$ cat config.mk
export PLATFORM = sky130hd
export DESIGN_NAME = apb_cmd_master_flat
export DESIGN_NICKNAME = d
export VERILOG_FILES = /design/src/rtl/apb_cmd_master_pkg.sv /design/src/rtl/apb_cmd_master_if.sv /design/src/rtl/apb_cmd_fifo.sv /design/src/rtl/apb_cmd_master.sv /design/src/flat_wrapper.sv
export SDC_FILE = /design/constraint.sdc
export NUM_CORES = 1
export LEC_CHECK = 0
export CAP_MARGIN = 20
export CORE_ASPECT_RATIO = 1.1
export CORE_MARGIN = 1
export CORE_UTILIZATION = 40
export DETAILED_ROUTE_END_ITERATION = 10
export PLACE_DENSITY = 0.73
export SLEW_MARGIN = 5
export SYNTH_ARGS = -nofsm -noshare
export SYNTH_HDL_FRONTEND = slang
export SYNTH_SLANG_ARGS = --single-unit
$ cat constraint.sdc
create_clock -name PCLK -period 6.4 [get_ports PCLK]
set_clock_uncertainty 0.05 [all_clocks]
set_input_delay 1.28 -clock PCLK [delete_from_list [all_inputs] [get_ports PCLK]]
set_output_delay 1.28 -clock PCLK [all_outputs]
set_load 0.01 [all_outputs]
$ cat src/rtl/apb_cmd_master_pkg.sv
// apb_cmd_master_pkg: shared types and constants for the APB command master
package apb_cmd_master_pkg;

    localparam int APB_AW = 32;
    localparam int APB_DW = 32;

    typedef enum logic [1:0] {IDLE, SETUP, ACCESS, RDWAIT} state_t;

    typedef struct packed {
        logic              write;
        logic [APB_AW-1:0] addr;
        logic [APB_DW-1:0] wdata;
    } cmd_t;

    localparam logic [APB_AW-1:0] CNTRL = 'h0;
    localparam logic [APB_AW-1:0] REG1  = 'h4;
    localparam logic [APB_AW-1:0] REG2  = 'h8;
    localparam logic [APB_AW-1:0] REG3  = 'hC;
    localparam logic [APB_AW-1:0] REG4  = 'h10;

endpackage

$ cat src/rtl/apb_cmd_master_if.sv
// apb_cmd_master_if: command, APB and response signals of the command master
interface apb_cmd_master_if
    import apb_cmd_master_pkg::*;
#(
    parameter int ADDRWIDTH = APB_AW,
    parameter int DATAWIDTH = APB_DW
);
    logic                 cmd_valid;
    logic                 cmd_ready;
    logic                 cmd_write;
    logic [ADDRWIDTH-1:0] cmd_addr;
    logic [DATAWIDTH-1:0] cmd_wdata;
    logic                 PSEL;
    logic                 PENABLE;
    logic                 PWRITE;
    logic [ADDRWIDTH-1:0] PADDR;
    logic [DATAWIDTH-1:0] PWDATA;
    logic [DATAWIDTH-1:0] PRDATA;
    logic                 rsp_valid;
    logic                 rsp_write;
    logic                 rsp_err;
    logic [DATAWIDTH-1:0] rsp_rdata;
    logic                 busy;

    modport master (
        input  cmd_valid, cmd_write, cmd_addr, cmd_wdata, PRDATA,
        output cmd_ready, PSEL, PENABLE, PWRITE, PADDR, PWDATA,
        output rsp_valid, rsp_write, rsp_err, rsp_rdata, busy
    );

    modport slave (
        output cmd_valid, cmd_write, cmd_addr, cmd_wdata, PRDATA,
        input  cmd_ready, PSEL, PENABLE, PWRITE, PADDR, PWDATA,
        input  rsp_valid, rsp_write, rsp_err, rsp_rdata, busy
    );

endinterface

$ cat src/rtl/apb_cmd_fifo.sv
// apb_cmd_fifo: synchronous command FIFO, reset flushes pointers and count
module apb_cmd_fifo #(
    parameter int WIDTH = 8,
    parameter int DEPTH = 4
) (
    input  logic                     clk,
    input  logic                     rst_n,
    input  logic                     push,
    input  logic [WIDTH-1:0]         din,
    input  logic                     pop,
    output logic [WIDTH-1:0]         dout,
    output logic                     full,
    output logic                     empty,
    output logic [$clog2(DEPTH):0]   count
);
    localparam int AW = $clog2(DEPTH);

    logic [WIDTH-1:0] mem_q [DEPTH];
    logic [WIDTH-1:0] mem_d [DEPTH];
    logic [AW-1:0]    wr_q, wr_d, rd_q, rd_d;
    logic [AW:0]      cnt_q, cnt_d;
    logic             do_push, do_pop;

    assign full  = cnt_q == (AW+1)'(DEPTH);
    assign empty = cnt_q == '0;
    assign dout  = mem_q[rd_q];
    assign count = cnt_q;

    // Pointer/count advance; push is refused while full, pop while empty
    always_comb begin
        do_push = push && !full;
        do_pop  = pop && !empty;
        wr_d    = wr_q + AW'(do_push);
        rd_d    = rd_q + AW'(do_pop);
        cnt_d   = cnt_q + (AW+1)'(do_push) - (AW+1)'(do_pop);
        mem_d   = mem_q;
        if (do_push) mem_d[wr_q] = din;
    end

    // Pointers and count, flushed by reset
    always_ff @(posedge clk or negedge rst_n) begin
        if (!rst_n) begin
            wr_q  <= '0;
            rd_q  <= '0;
            cnt_q <= '0;
        end else begin
            wr_q  <= wr_d;
            rd_q  <= rd_d;
            cnt_q <= cnt_d;
        end
    end

    // Storage needs no reset: the count decides what is valid
    always_ff @(posedge clk) begin
        mem_q <= mem_d;
    end

endmodule

$ cat src/rtl/apb_cmd_master.sv
// apb_cmd_master: queues write/read commands and issues them as APB transfers
module apb_cmd_master
    import apb_cmd_master_pkg::*;
#(
    parameter int ADDRWIDTH = APB_AW,
    parameter int DATAWIDTH = APB_DW,
    parameter int DEPTH     = 4
) (
    input logic              PCLK,
    input logic              PRESETn,
    apb_cmd_master_if.master bus
);
    localparam int CW   = 1 + ADDRWIDTH + DATAWIDTH;
    localparam int CNTW = $clog2(DEPTH) + 1;

    state_t               state_q, state_d;
    logic                 psel_q, psel_d, penable_q, penable_d, pwrite_q, pwrite_d;
    logic [ADDRWIDTH-1:0] paddr_q, paddr_d;
    logic [DATAWIDTH-1:0] pwdata_q, pwdata_d;
    logic                 rsp_valid_q, rsp_valid_d, rsp_write_q, rsp_write_d;
    logic                 rsp_err_q, rsp_err_d;
    logic [DATAWIDTH-1:0] rsp_rdata_q, rsp_rdata_d;
    logic [CW-1:0]        head;
    logic                 h_write;
    logic [ADDRWIDTH-1:0] h_addr;
    logic [DATAWIDTH-1:0] h_wdata;
    logic                 full, empty, pop, bad, resp_now, launch_ok;
    logic [CNTW-1:0]      count;

    assign {h_write, h_addr, h_wdata} = head;

    apb_cmd_fifo #(.WIDTH(CW), .DEPTH(DEPTH)) u_fifo (
        .clk   (PCLK),
        .rst_n (PRESETn),
        .push  (bus.cmd_valid),
        .din   ({bus.cmd_write, bus.cmd_addr, bus.cmd_wdata}),
        .pop   (pop),
        .dout  (head),
        .full  (full),
        .empty (empty),
        .count (count)
    );

    assign bus.cmd_ready = !full && PRESETn;
    assign bus.busy      = count != '0 || state_q != IDLE;
    assign bus.PSEL      = psel_q;
    assign bus.PENABLE   = penable_q;
    assign bus.PWRITE    = pwrite_q;
    assign bus.PADDR     = paddr_q;
    assign bus.PWDATA    = pwdata_q;
    assign bus.rsp_valid = rsp_valid_q;
    assign bus.rsp_write = rsp_write_q;
    assign bus.rsp_err   = rsp_err_q;
    assign bus.rsp_rdata = rsp_rdata_q;

    // State and registered bus/response outputs
    always_ff @(posedge PCLK or negedge PRESETn) begin
        if (!PRESETn) begin
            state_q     <= IDLE;
            psel_q      <= 1'b0;
            penable_q   <= 1'b0;
            pwrite_q    <= 1'b0;
            paddr_q     <= '0;
            pwdata_q    <= '0;
            rsp_valid_q <= 1'b0;
            rsp_write_q <= 1'b0;
            rsp_err_q   <= 1'b0;
            rsp_rdata_q <= '0;
        end else begin
            state_q     <= state_d;
            psel_q      <= psel_d;
            penable_q   <= penable_d;
            pwrite_q    <= pwrite_d;
            paddr_q     <= paddr_d;
            pwdata_q    <= pwdata_d;
            rsp_valid_q <= rsp_valid_d;
            rsp_write_q <= rsp_write_d;
            rsp_err_q   <= rsp_err_d;
            rsp_rdata_q <= rsp_rdata_d;
        end
    end

    // Launch decision and next state; a misaligned head is held back while a
    // completion is already being reported so two responses never collide
    always_comb begin
        resp_now  = state_q == RDWAIT || (state_q == ACCESS && pwrite_q);
        bad       = h_addr[1:0] != 2'b00;
        pop       = !empty && (state_q == IDLE || resp_now) && !(bad && resp_now);
        launch_ok = pop && !bad;
        state_d   = state_q == SETUP ? ACCESS :
                    (state_q == ACCESS && !pwrite_q) ? RDWAIT :
                    launch_ok ? SETUP : IDLE;
    end

    // Bus and response values for the next cycle
    always_comb begin
        psel_d      = launch_ok || state_q == SETUP;
        penable_d   = state_q == SETUP;
        pwrite_d    = launch_ok ? h_write : pwrite_q;
        paddr_d     = launch_ok ? h_addr : paddr_q;
        pwdata_d    = launch_ok ? h_wdata : pwdata_q;
        rsp_valid_d = resp_now || (pop && bad);
        rsp_write_d = resp_now ? (state_q == ACCESS) : (pop && bad) ? h_write : rsp_write_q;
        rsp_err_d   = resp_now ? 1'b0 : (pop && bad) ? 1'b1 : rsp_err_q;
        rsp_rdata_d = state_q == RDWAIT ? bus.PRDATA : rsp_valid_d ? '0 : rsp_rdata_q;
    end

endmodule

$ cat src/flat_wrapper.sv
// flat-port wrapper written by rule: the top's interface ports become plain ports
module apb_cmd_master_flat import apb_cmd_master_pkg::*;
#(
    parameter int ADDRWIDTH = APB_AW,
    parameter int DATAWIDTH = APB_DW,
    parameter int DEPTH     = 4
)
  (PCLK, PRESETn, bus_cmd_valid, bus_cmd_write, bus_cmd_addr, bus_cmd_wdata, bus_PRDATA, bus_cmd_ready, bus_PSEL, bus_PENABLE, bus_PWRITE, bus_PADDR, bus_PWDATA, bus_rsp_valid, bus_rsp_write, bus_rsp_err, bus_rsp_rdata, bus_busy);
  apb_cmd_master_if #(.ADDRWIDTH(ADDRWIDTH), .DATAWIDTH(DATAWIDTH)) bus_i ();
  input logic PCLK;
  input logic PRESETn;
  input wire logic [$bits(bus_i.cmd_valid)-1:0] bus_cmd_valid;
  input wire logic [$bits(bus_i.cmd_write)-1:0] bus_cmd_write;
  input wire logic [$bits(bus_i.cmd_addr)-1:0] bus_cmd_addr;
  input wire logic [$bits(bus_i.cmd_wdata)-1:0] bus_cmd_wdata;
  input wire logic [$bits(bus_i.PRDATA)-1:0] bus_PRDATA;
  output wire logic [$bits(bus_i.cmd_ready)-1:0] bus_cmd_ready;
  output wire logic [$bits(bus_i.PSEL)-1:0] bus_PSEL;
  output wire logic [$bits(bus_i.PENABLE)-1:0] bus_PENABLE;
  output wire logic [$bits(bus_i.PWRITE)-1:0] bus_PWRITE;
  output wire logic [$bits(bus_i.PADDR)-1:0] bus_PADDR;
  output wire logic [$bits(bus_i.PWDATA)-1:0] bus_PWDATA;
  output wire logic [$bits(bus_i.rsp_valid)-1:0] bus_rsp_valid;
  output wire logic [$bits(bus_i.rsp_write)-1:0] bus_rsp_write;
  output wire logic [$bits(bus_i.rsp_err)-1:0] bus_rsp_err;
  output wire logic [$bits(bus_i.rsp_rdata)-1:0] bus_rsp_rdata;
  output wire logic [$bits(bus_i.busy)-1:0] bus_busy;
  assign bus_i.cmd_valid = bus_cmd_valid;
  assign bus_i.cmd_write = bus_cmd_write;
  assign bus_i.cmd_addr = bus_cmd_addr;
  assign bus_i.cmd_wdata = bus_cmd_wdata;
  assign bus_i.PRDATA = bus_PRDATA;
  assign bus_cmd_ready = bus_i.cmd_ready;
  assign bus_PSEL = bus_i.PSEL;
  assign bus_PENABLE = bus_i.PENABLE;
  assign bus_PWRITE = bus_i.PWRITE;
  assign bus_PADDR = bus_i.PADDR;
  assign bus_PWDATA = bus_i.PWDATA;
  assign bus_rsp_valid = bus_i.rsp_valid;
  assign bus_rsp_write = bus_i.rsp_write;
  assign bus_rsp_err = bus_i.rsp_err;
  assign bus_rsp_rdata = bus_i.rsp_rdata;
  assign bus_busy = bus_i.busy;
  apb_cmd_master #(.ADDRWIDTH(ADDRWIDTH), .DATAWIDTH(DATAWIDTH), .DEPTH(DEPTH)) u_core (.PCLK(PCLK), .PRESETn(PRESETn), .bus(bus_i));
endmodule
==> out/metrics.cfg <==
[run_status]
status=finished with violations
violations=DRC

[synth]
ys_async_sr_fraction=0.299
synth_flop_cell=edfxtp_1
ys_seq_area_frac=0.766
ys_ff_latch=371
synth_edf_count=260
mappedNetlistArea_mm2=0.0138
ys_warn_count=0
syn_avg_cell_area_um2=22.7
syn_inst=609
synth_nets=712
ys_types=40

[cts]
post_cts_buffers=0
cts_buffers=39
path_clk_slew_ns=0.05
clock_sinks=371
tritoncts=done
cts_resized=0
root_buffer=clkbuf_16
cts_buffer_depth=3
htree_levels=2
clock_latency_ns=0.52
ctsHoldBuffers=0

[critical_path]
worstSetupPathType=in -> out
crit_start=PRESETn
r2r_slack_ns=2.83
critical_path_arrival_ns=2.57
path_max_fanout=51
cp-end-kind=output port
required_ns=5.07
cp-endpoint=bus_cmd_ready
reg2reg_to=u_core.bus.PADDR[31]
cp-start-kind=input port
r2r-start=u_core.u_fifo.rd_q[1]
reg2reg_depth=5

[placement]
routabilityCongestion=0.711
dp_hpwl_um=16700
dp_cells=1229
placed_cell_area_mm2=0.0163
place.port_buffers=203

[sta]
fin_setup_tns_ns=0
finalSetupViolations=0
fmax_ghz=0.256
final.min_clock_period_ns=3.90
slew_headroom=0.314
tightest_slew_ns=1.03
period_share=0.609
hold_viol=0
whs_ns=0.432
drv_slew=0
rsz0062_at_grt=no

[global_routing]
grt_pass1_vias=7197
gr-usage-all-layers=0.158
antenna_found_initial=0
grt_first_pass_wirelength_um=41500
grt_overflow_total=0
grt_max_degree=69

[die]
coreArea_mm2=0.0341
dieHeight_um=197
pin_count=204
start_util=0.405
std_cell_rows=71
die_area_mm2=0.0353
die_width_um=179

[route]
num_vias=6577
first_pass_iters=7
viasPerCell=5.06
drt-total-wl_um=27300
drt-initial-drc-count=397
post-route-drc-count=42
wl_per_cell_um=21.0
antenna_left=0

[final_layout]
area_growth_pct=27.3
drive_gt1_frac=0.238
fin_cells=1301
fillers=2725
insertedDiodeCount=0
final_core_util=0.516
finalNetCount=936
finalInstanceArea_mm2=0.0176

[power]
ir_drop_mv=0.297
power_leakage_nw=6.33
powerDensity_mw_per_mm2=491

[run]
maxCapViolCount=0

[hold_path]
holdCritPathClass=reg -> reg

-- sequential cells by signal (all words and copies together), names as in the netlist --
name                  flops
u_core.u_fifo.rd_q        2
u_core.bus.PWDATA        32
u_core.bus.rsp_err        1
u_core.bus.rsp_write      1
u_core.bus.PWRITE         1
u_core.u_fifo.count       3
u_core.bus.PENABLE        1
u_core.u_fifo.mem_q     260
u_core.u_fifo.wr_q        2
u_core.bus.PADDR         32
u_core.bus.rsp_rdata     32
u_core.bus.rsp_valid      1
u_core.bus.PSEL           1
u_core.state_q            2
-- cell type report --
cell class                 instances  area, µm²  share of cell area
sequential                       371      10600               0.602
multi-input combinational        205       3010               0.171
timing repair buffer             213       2120               0.121
clock buffer                      53       1090              0.0620
tap                              438        548              0.0312
clock inverter                    18        211              0.0120
inverter                           3       11.3            0.000640
-- through the flow --
step | setup WS (ns) | power [mW]
after floorplan | 1.43 | 5.43
after global placement | 2.49 | 6.41
after detailed placement | 2.43 | 6.48
after CTS | 2.44 | 8.77
after global routing | 2.31 | 9.07
final | 2.50 | 8.63
-- synth_stat cells, drive strengths merged, types with 2 or more instances --
cell type  instances  share of area
nor4b              2         0.0013
ha                 2         0.0018
o21ai              2        0.00072
buf               19          0.014
mux2              63          0.068
and2               5         0.0024
inv                3        0.00082
nor4               2        0.00091
a21boi             3         0.0019
nor2               3        0.00082
and3               2        0.00091
a22o              32          0.020
edfxtp           260           0.57
or3                2        0.00091
mux4              63           0.10
xnor2              5         0.0032
dfrtp            111           0.20
clkbuf            11         0.0030
nand2              6         0.0016
-- how the worst min path moves through the flow --
| stage | startpoint | end | depth (start not counted) |
|---|---|---|---|
| global placement | u_core.bus.PADDR[1] | u_core.bus.PADDR[1] | 1 |
| floorplan | u_core.u_fifo.count[0] | u_core.u_fifo.count[0] | 1 |
| global route | u_core.bus.PADDR[0] | u_core.bus.PADDR[0] | 1 |
| detailed placement | u_core.bus.PADDR[0] | u_core.bus.PADDR[0] | 1 |
| finish | u_core.bus.PADDR[0] | u_core.bus.PADDR[0] | 1 |
| CTS | u_core.bus.PADDR[0] | u_core.bus.PADDR[0] | 1 |
-- power breakdown --
group	internal (mW)	switching, mW
clock network	1.36	0.896
logic	1.58	1.09
registers	3.27	0.432
-- logic make-up (layout without fill, tap and decap cells) --
group / after synthesis / count (layout) / synth area share
compound gates: 42 / 42 / 0.0255
xor+xnor: 6 / 6 / 0.00380
fa+ha+maj: 3 / 3 / 0.00326
buf+inv: 33 / 287 / 0.0183
flops: 371 / 371 / 0.766
mux: 126 / 126 / 0.170
simple gates: 28 / 28 / 0.0125
-- metal layers --
layer  part of all wire  routed length [µm]  global-route usage
met4              0.020                 548              0.0470
met1               0.42               11500               0.201
met5                  0                   0                   0
met2               0.50               13700               0.270
met3              0.057                1560              0.0336
-- cells in the final DEF (no fill, tap or decap), types with 2 or more instances in the layout --
| master | n |
|---|---|
| a22o_1 | 32 |
| and2_1 | 4 |
| buf_4 | 8 |
| buf_6 | 2 |
| bufinv_16 | 4 |
| clkbuf_1 | 9 |
| clkbuf_16 | 40 |
| clkbuf_8 | 4 |
| clkdlybuf4s50_1 | 202 |
| clkinv_1 | 4 |
| clkinv_2 | 5 |
| clkinvlp_4 | 2 |
| dfrtp_1 | 109 |
| dfrtp_4 | 2 |
| edfxtp_1 | 260 |
| ha_1 | 2 |
| inv_1 | 3 |
| mux2_2 | 3 |
| mux2_4 | 60 |
| mux4_2 | 63 |
| nand2_1 | 6 |
| nor2_4 | 2 |
| nor4_1 | 2 |
| nor4b_1 | 2 |
| o21ai_0 | 2 |
| or3_1 | 2 |
| xnor2_1 | 5 |
-- worst max-delay path, stage by stage --
cell,delay [ns]
buf_6,0.38
a21boi_0,0.27
clkdlybuf4s50_1,0.59
Power figures use the tool's default switching activity.
